### config.mk
export PLATFORM = sky130hd
export DESIGN_NAME = mem_access_unit
export DESIGN_NICKNAME = d
export VERILOG_FILES = /design/src/rtl/mem_access_unit.sv
export SDC_FILE = /design/constraint.sdc
export NUM_CORES = 1
export LEC_CHECK = 0
export BUFFER_PORTS_ARGS = -buffer_cell sky130_fd_sc_hd__clkbuf_2
export CAP_MARGIN = 40
export CORE_MARGIN = 2
export CORE_UTILIZATION = 25
export CTS_CLUSTER_DIAMETER = 50
export DETAILED_ROUTE_END_ITERATION = 10
export SETUP_SLACK_MARGIN = 0.05
export SLEW_MARGIN = 15
export SYNTH_ARGS = -nofsm -noshare
export SYNTH_HDL_FRONTEND = slang
export SYNTH_SLANG_ARGS = --single-unit
### constraint.sdc
create_clock -name clk -period 3.34 [get_ports clk]
set_clock_uncertainty 0.05 [all_clocks]
set_input_delay 0.501 -clock clk [delete_from_list [all_inputs] [get_ports clk]]
set_output_delay 0.501 -clock clk [all_outputs]
set_load 0.02 [all_outputs]
### src/rtl/mem_access_unit.sv
// rtl/mem_access_unit.sv - MEM-stage data-memory access unit
// Issues req/ack bus transactions, steers store lanes, extends loads, stalls pipeline.
module mem_access_unit #(
  parameter int TIMEOUT = 16
) (
  input  logic        clk,
  input  logic        rst,
  input  logic [31:0] ALUO_MEM,
  input  logic [31:0] Datao_MEM,
  input  logic        WR_MEM,
  input  logic        mem_r_MEM,
  input  logic [2:0]  u_b_h_w_MEM,
  input  logic        isFlushed,
  output logic        dmem_req,
  output logic        dmem_we,
  output logic [31:0] dmem_addr,
  output logic [3:0]  dmem_be,
  output logic [31:0] dmem_wdata,
  input  logic        dmem_ack,
  input  logic [31:0] dmem_rdata,
  output logic [31:0] load_data_MEM,
  output logic        stall_mem,
  output logic        misalign_exp,
  output logic        bus_err
);

  typedef enum logic [1:0] {IDLE, WAIT, DONE} state_t;

  state_t      state, state_nxt;
  logic [7:0]  cnt;
  logic        misaligned, access, pending, timeout_hit;
  logic [3:0]  st_be;
  logic [31:0] st_wdata;
  logic        ld_pend;
  logic [1:0]  ld_off;
  logic [2:0]  ld_fn;
  logic [7:0]  ld_byte;
  logic [15:0] ld_half;
  logic [31:0] ld_ext;

  always_comb begin
    misaligned = 1'b0;
    case (u_b_h_w_MEM)
      3'b000, 3'b100: misaligned = 1'b0;
      3'b001, 3'b101: misaligned = ALUO_MEM[0];
      3'b010:         misaligned = |ALUO_MEM[1:0];
      default:        misaligned = 1'b1;
    endcase
  end

  assign access       = WR_MEM | mem_r_MEM;
  assign pending      = access & ~isFlushed & ~misaligned;
  assign misalign_exp = access & ~isFlushed & misaligned;
  assign timeout_hit  = (cnt == 8'(TIMEOUT - 1));

  // Only aligned offsets reach the bus, so a plain shift yields the lane mask.
  always_comb begin
    st_be    = 4'b1111;
    st_wdata = Datao_MEM;
    case (u_b_h_w_MEM[1:0])
      2'b00: begin
        st_be    = 4'b0001 << ALUO_MEM[1:0];
        st_wdata = {4{Datao_MEM[7:0]}};
      end
      2'b01: begin
        st_be    = 4'b0011 << ALUO_MEM[1:0];
        st_wdata = {2{Datao_MEM[15:0]}};
      end
      default: begin
        st_be    = 4'b1111;
        st_wdata = Datao_MEM;
      end
    endcase
  end

  assign ld_byte = dmem_rdata[{ld_off, 3'b000} +: 8];
  assign ld_half = dmem_rdata[{ld_off[1], 4'b0000} +: 16];

  always_comb begin
    ld_ext = dmem_rdata;
    case (ld_fn)
      3'b000:  ld_ext = {{24{ld_byte[7]}}, ld_byte};
      3'b100:  ld_ext = {24'h0, ld_byte};
      3'b001:  ld_ext = {{16{ld_half[15]}}, ld_half};
      3'b101:  ld_ext = {16'h0, ld_half};
      default: ld_ext = dmem_rdata;
    endcase
  end

  always_ff @(posedge clk) begin
    if (rst) state <= IDLE;
    else     state <= state_nxt;
  end

  always_comb begin
    state_nxt = state;
    case (state)
      IDLE:    if (pending) state_nxt = WAIT;
      WAIT:    if (dmem_ack || timeout_hit) state_nxt = DONE;
      DONE:    state_nxt = IDLE;
      default: state_nxt = IDLE;
    endcase
  end

  always_comb begin
    stall_mem = 1'b0;
    case (state)
      IDLE:    stall_mem = pending;
      WAIT:    stall_mem = 1'b1;
      default: stall_mem = 1'b0;
    endcase
  end

  // Width and lane are captured at issue so the load result does not depend
  // on the latch contents seen while the pipeline is stalled.
  always_ff @(posedge clk) begin
    if (rst) begin
      dmem_req      <= 1'b0;
      dmem_we       <= 1'b0;
      dmem_addr     <= 32'h0;
      dmem_be       <= 4'h0;
      dmem_wdata    <= 32'h0;
      load_data_MEM <= 32'h0;
      bus_err       <= 1'b0;
      cnt           <= 8'h0;
      ld_pend       <= 1'b0;
      ld_off        <= 2'b00;
      ld_fn         <= 3'b000;
    end else begin
      bus_err <= 1'b0;
      case (state)
        IDLE: begin
          if (pending) begin
            dmem_req   <= 1'b1;
            dmem_we    <= WR_MEM;
            dmem_addr  <= {ALUO_MEM[31:2], 2'b00};
            dmem_be    <= WR_MEM ? st_be : 4'b1111;
            dmem_wdata <= WR_MEM ? st_wdata : 32'h0;
            cnt        <= 8'h0;
            ld_pend    <= ~WR_MEM;
            ld_off     <= ALUO_MEM[1:0];
            ld_fn      <= u_b_h_w_MEM;
          end
        end
        WAIT: begin
          if (dmem_ack) begin
            dmem_req <= 1'b0;
            if (ld_pend) load_data_MEM <= ld_ext;
          end else if (timeout_hit) begin
            dmem_req <= 1'b0;
            bus_err  <= 1'b1;
            if (ld_pend) load_data_MEM <= 32'h0;
          end else begin
            cnt <= cnt + 8'h1;
          end
        end
        default: ;
      endcase
    end
  end

endmodule

## Word-level counts from Yosys, hierarchy flattened

Index checks and enable logic that the tools add are counted.

| word-level totals | value |
|---|---|
| flip-flop bits (word level) | 117 |
| input port bits | 105 |
| output and inout bits | 105 |
| word-level logic and storage cells | 79 |

| operators by class | value |
|---|---|
| $add $sub $neg | 1 |
| equal/unequal tests | 15 |
| shifts and indexed selects | 4 |
| multiplexer cells | 23 |
| bitwise gates (word level) | 8 |
| reductions and logical operators | 16 |

Operators by type and width:

| kind | count |
|---|---|
| 2-to-1 mux 32 bit | 5 |
| case mux 32 bit (4 select lines) | 1 |
| case mux 32 bit (2 select lines) | 1 |
| indexed part select 32 x 6 -> 16 bit | 1 |
| indexed part select 32 x 6 -> 8 bit | 1 |
| 2-to-1 mux 8 bit | 3 |
| case mux 8 bit (2 select lines) | 1 |
| == test 3 bit, second input constant | 4 |
| adder 8 x 1 -> 8 bit, second input constant | 1 |
| == test 8 x 4 -> 1 bit, second input constant | 1 |
| != test 2 bit, second input constant | 4 |
| case mux 4 bit (2 select lines) | 1 |
| == test 3 x 1 -> 1 bit, second input constant | 2 |
| zero test 3 bit | 2 |
| AND reduction 3 bit | 2 |
| OR reduction 2 bit | 3 |
| == test 2 x 1 -> 1 bit, second input constant | 2 |
| zero test 2 bit | 2 |
| 2-to-1 mux 1 bit | 4 |
| 2-to-1 mux 2 bit | 2 |
| 2-to-1 mux 4 bit | 1 |
| NOT 1 bit | 4 |
| case mux 1 bit (2 select lines) | 2 |
| case mux 2 bit (2 select lines) | 1 |
| 12 further kinds | 16 |

## Longest topological paths before layout

| logic depth | value |
|---|---|
| word-level depth | 7 |
| mapped depth | 7 |
| gate-level depth less buffers | 5 |

## Worst setup path after synthesis

No wires, ideal clock.

| timing path | value |
|---|---|
| path kind | in2out |
| start | input port u_b_h_w_MEM[2] |
| end | output port stall_mem |
| data arrival time | 2.056 ns |
| data required time | 2.789 ns |
| path slack | 0.733 ns |
| stages | 5 |
| path buffers | 2 |
| path through | or4_4 -> a2111o_1 -> clkbuf_1 -> clkbuf_1 -> nand2_1 |

| on the way | value |
|---|---|
| longest elaborated chain between the ends | 6 |
| elaborated cells on any way between the ends | 11 |
| classes of those cells | 4 x eq/ne; 2 x mux; 2 x bitwise; 3 x reduce/logical |

Ends and longest elaborated chain:

| item | RTL line | RTL |
|---|---|---|
| from (decl) | 12 | `input logic [2:0] u_b_h_w_MEM,` |
| == test 3 x 1 -> 1 bit, or another cell as far along | 43 | `case (u_b_h_w_MEM)` |
| OR reduction 2 bit | 43 |  |
| case mux 1 bit (3 select lines) (*) | 43 |  |
| NOT 1 bit (*) | 52 | `assign pending = access & ~isFlushed & ~misaligned;` |
| AND 1 bit (*) | 52 |  |
| case mux 1 bit (2 select lines) (*) | 107 | `case (state)` |
| to (decl) | 22 | `output logic stall_mem,` |

Every way passes the cells marked *; elsewhere a longest branch is shown, timed or not.

## Final worst setup path

| timing path | value |
|---|---|
| start | input port ALUO_MEM[1] |
| end | output port stall_mem |

| on the way | value |
|---|---|
| longest elaborated chain between the ends | 5 |

Ends and longest elaborated chain:

| item | RTL line | RTL |
|---|---|---|
| from (decl) | 8 | `input logic [31:0] ALUO_MEM,` |
| OR reduction 2 bit | 46 | `3'b010: misaligned = \|ALUO_MEM[1:0];` |
| case mux 1 bit (3 select lines) | 43 |  |
| NOT 1 bit | 52 |  |
| AND 1 bit | 52 |  |
| case mux 1 bit (2 select lines) | 107 |  |

Every way passes these cells.

==> metrics.txt <==
outcome=completed; Sw Ratio=between 20% and 30%; CP Max Fanout=14; CTS buffer count=17; Worst path slowest cell=a2111o_2; final net count=899; Synth Area per Inst=around 8.5 um2; Tcrit/Tclk final=approximately four fifths; WL final=between 15000 and 20000 um; placed wire-length estimate=approximately 11000 um; CP endpoint kind=output port; CTS tree=done; initial antenna violation count=0; # diodes=0; clock power share=51.1%; post-DR vias/cell=4.68; Die ar.=approximately 22000 um2; Hold WC Path Type=in -> reg; RSZ-0062 raised after global routing=no; leakage power=about 3.0 nW; remaining antenna violation count after routing=0; residual DRC count=0; Post-synth EDFFs=0; Overflow after GRT=0; largest net degree at the start of global routing=77; CTS max path bufs=2; Die Y=148 um; Initial Util=~26%; WS Path Type=in -> out; final instance area=roughly 7000 um2; Synth Register Bits=around 120; initial DRC count=232; I/O pins=210; Fmax achieved=between 300 and 400 MHz; warnings from Yosys=0; Switch Pwr=a little over 0.0009 W; layout cells sized above 1=33.9%; Setup Fix Bufs, Post-CTS=0; crit path launch type=input pin; Sequential Power Share=38.7%; Setup TNS=0 ns; final setup margin=0.703 ns; core footprint=20200 um2; post-cts hold buffer count=0; sequential share of the synthesized area=approximately 45%; dpl ws=between 0.6 and 0.7 ns; wire length per cell=14.9 um; final core occ=between 30% and 40%; Pint=about 0.0029 W; cts repair resizes=0; drt first pass iters=4; worst vdd ir=between 0.0002 and 0.0003 V; Area Overhead vs Synth=36.2%; Async SR Flop Fraction=0%; clock sink total=between 100 and 150; Slew Limit Fails=0; Clock Latency Late Sink=roughly 0.4 ns; PD cells=536 nW/um2; Worst EP required=2.79 ns; cell count after synthesis=just over 600; Worst path most repeated cell=clkbuf_2; Slew @ Worst Pin=0.832 ns; top_reg_cell synth=dfxtp_1; routed via count=around 5000; clock-pin transition on the worst setup and hold timing paths=approximately 0.06 ns; GPL Wtd Cong=about 0.76; DP Area=about 6400 um2; die width=between 100 and 150 um; first-pass GRT wire length=roughly 26000 um; Max-Cap Viols=0; Cell variety after synth=55; Fin. Hold Viols=0; Data arrival, critical path=2.09 ns; cell area after synthesis=between 5000 and 6000 um2; CTS Root Cell=clkbuf_16; total track usage=14.8%; site row count=52; crit path time final=2.64 ns; Final Setup Violations=0; max_slew headroom=between 40% and 50%; critical path, cell by cell=clkbuf_2 > or4_4 > a2111o_2 > nand2_1 > clkbuf_2; Port Buffers=207; critical path's largest stage delay=between 0.6 and 0.7 ns; depth of the CTS H-tree=4; vias in the first global route=between 4000 and 5000; Comb power frac=10.2%
cells by family after synthesis:
group                    share of synthesized area [%]
AO/OA/AOI/OAI                                     23.3
XOR/XNOR                                         0.339
adder cells (fa/ha/maj)                          0.242
buffers and inverters                             5.16
flip-flops                                        45.4
multiplexers                                      6.33
other                                           0.0726
AND/OR/NAND/NOR                                   19.2
power by group through the flow:
stage	sequential (W)	combinational (W)	clock, W
after floorplan	0.00152	0.000191	0
after global placement	0.00149	0.000382	0
after detailed placement	0.00149	0.000387	0
after CTS	0.00146	0.000389	0.00198
after global routing	0.00147	0.000423	0.00205
final	0.00146	0.000383	0.00193
per-stage QoR:
stage	cells	hold slack (ns)	power (W)
2_1_floorplan	607	0.400	0.00171
3_3_place_gp	1043	0.389	0.00187
3_5_place_dp	1044	0.393	0.00188
4_1_cts	1076	0.229	0.00383
5_1_grt	1076	0.237	0.00394
6_report	1076	0.257	0.00377
critical path: cells and delay by family:
family / cells / cell delay (ns)
buffers and inverters: 2 / 0.29
AO/OA/AOI/OAI: 1 / 0.62
AND/OR/NAND/NOR: 2 / 0.67
routing by layer:
layer | GRT usage [%] | wire, um
met2 | 24.2 | 7640
met1 | 18.7 | 7310
met5 | 0 | 0
met3 | 5.46 | 1010
met4 | 3.27 | 75
layout make-up:
type,count,area (um2)
flip-flops and latches,117,2340
inverters,12,45.0
fillers,2142,13200
well taps,270,338
repair buffers,217,1130
clock inverters,10,153
clock buffers,22,464
multi-input cells,428,2560
cell usage in the layout, fill, tap and decap left out, drive strengths merged, types with 10 or more instances in the layout:
cell type and count:
clkbuf 229, nand2 123, dfxtp 117, a21oi 87, nand3 43, o21ai 20
mux2 19, a221o 16, nor2 15, inv 12, a22o 12, buf 10
path summary, 6_finish.rpt:
check | start | endpoint | slack (ns) | depth (start not counted)
setup reg to reg | state[0]$_SDFFE_PP0P_ | load_data_MEM[30]$_SDFFE_PP0P_ | 1.05 | 4
setup / recovery | ALUO_MEM[1] | stall_mem | 0.70 | 5
hold reg to reg | dmem_wdata[3]$_SDFFE_PP0P_ | dmem_wdata[3]$_SDFFE_PP0P_ | 0.40 | 2
hold / removal | ALUO_MEM[7] | dmem_addr[7]$_SDFFE_PP0P_ | 0.26 | 3
Yosys cell counts, drive strengths merged (3+ instances only):
library cell	instances	area [um2]
nand2	123	462
dfxtp	117	2340
a21oi	87	435
nand3	43	215
clkbuf	35	131
o21ai	20	100
mux2	19	214
a221o	16	160
buf	15	90.1
nor2	15	56.3
a22o	12	105
inv	12	45.0
mux2i	9	90.1
a211o	7	61.3
o2bb2ai	7	61.3
and3b	6	52.6
o32ai	6	52.6
nand2b	4	25.0
nor2b	4	25.0
o21bai	4	30.0
a21o	3	22.5
a311oi	3	26.3
nor3	3	26.3
o31a	3	26.3
or4	3	30.0
sequential cells by signal, indices dropped and copies added, names as in the netlist:
name           count
bus_err            1
cnt                8
dmem_addr         30
dmem_be            4
dmem_req           1
dmem_wdata        32
dmem_we            1
ld_fn              3
ld_off             2
ld_pend            1
load_data_MEM     32
state              2
No activity file was read; power rests on OpenSTA's default activity.
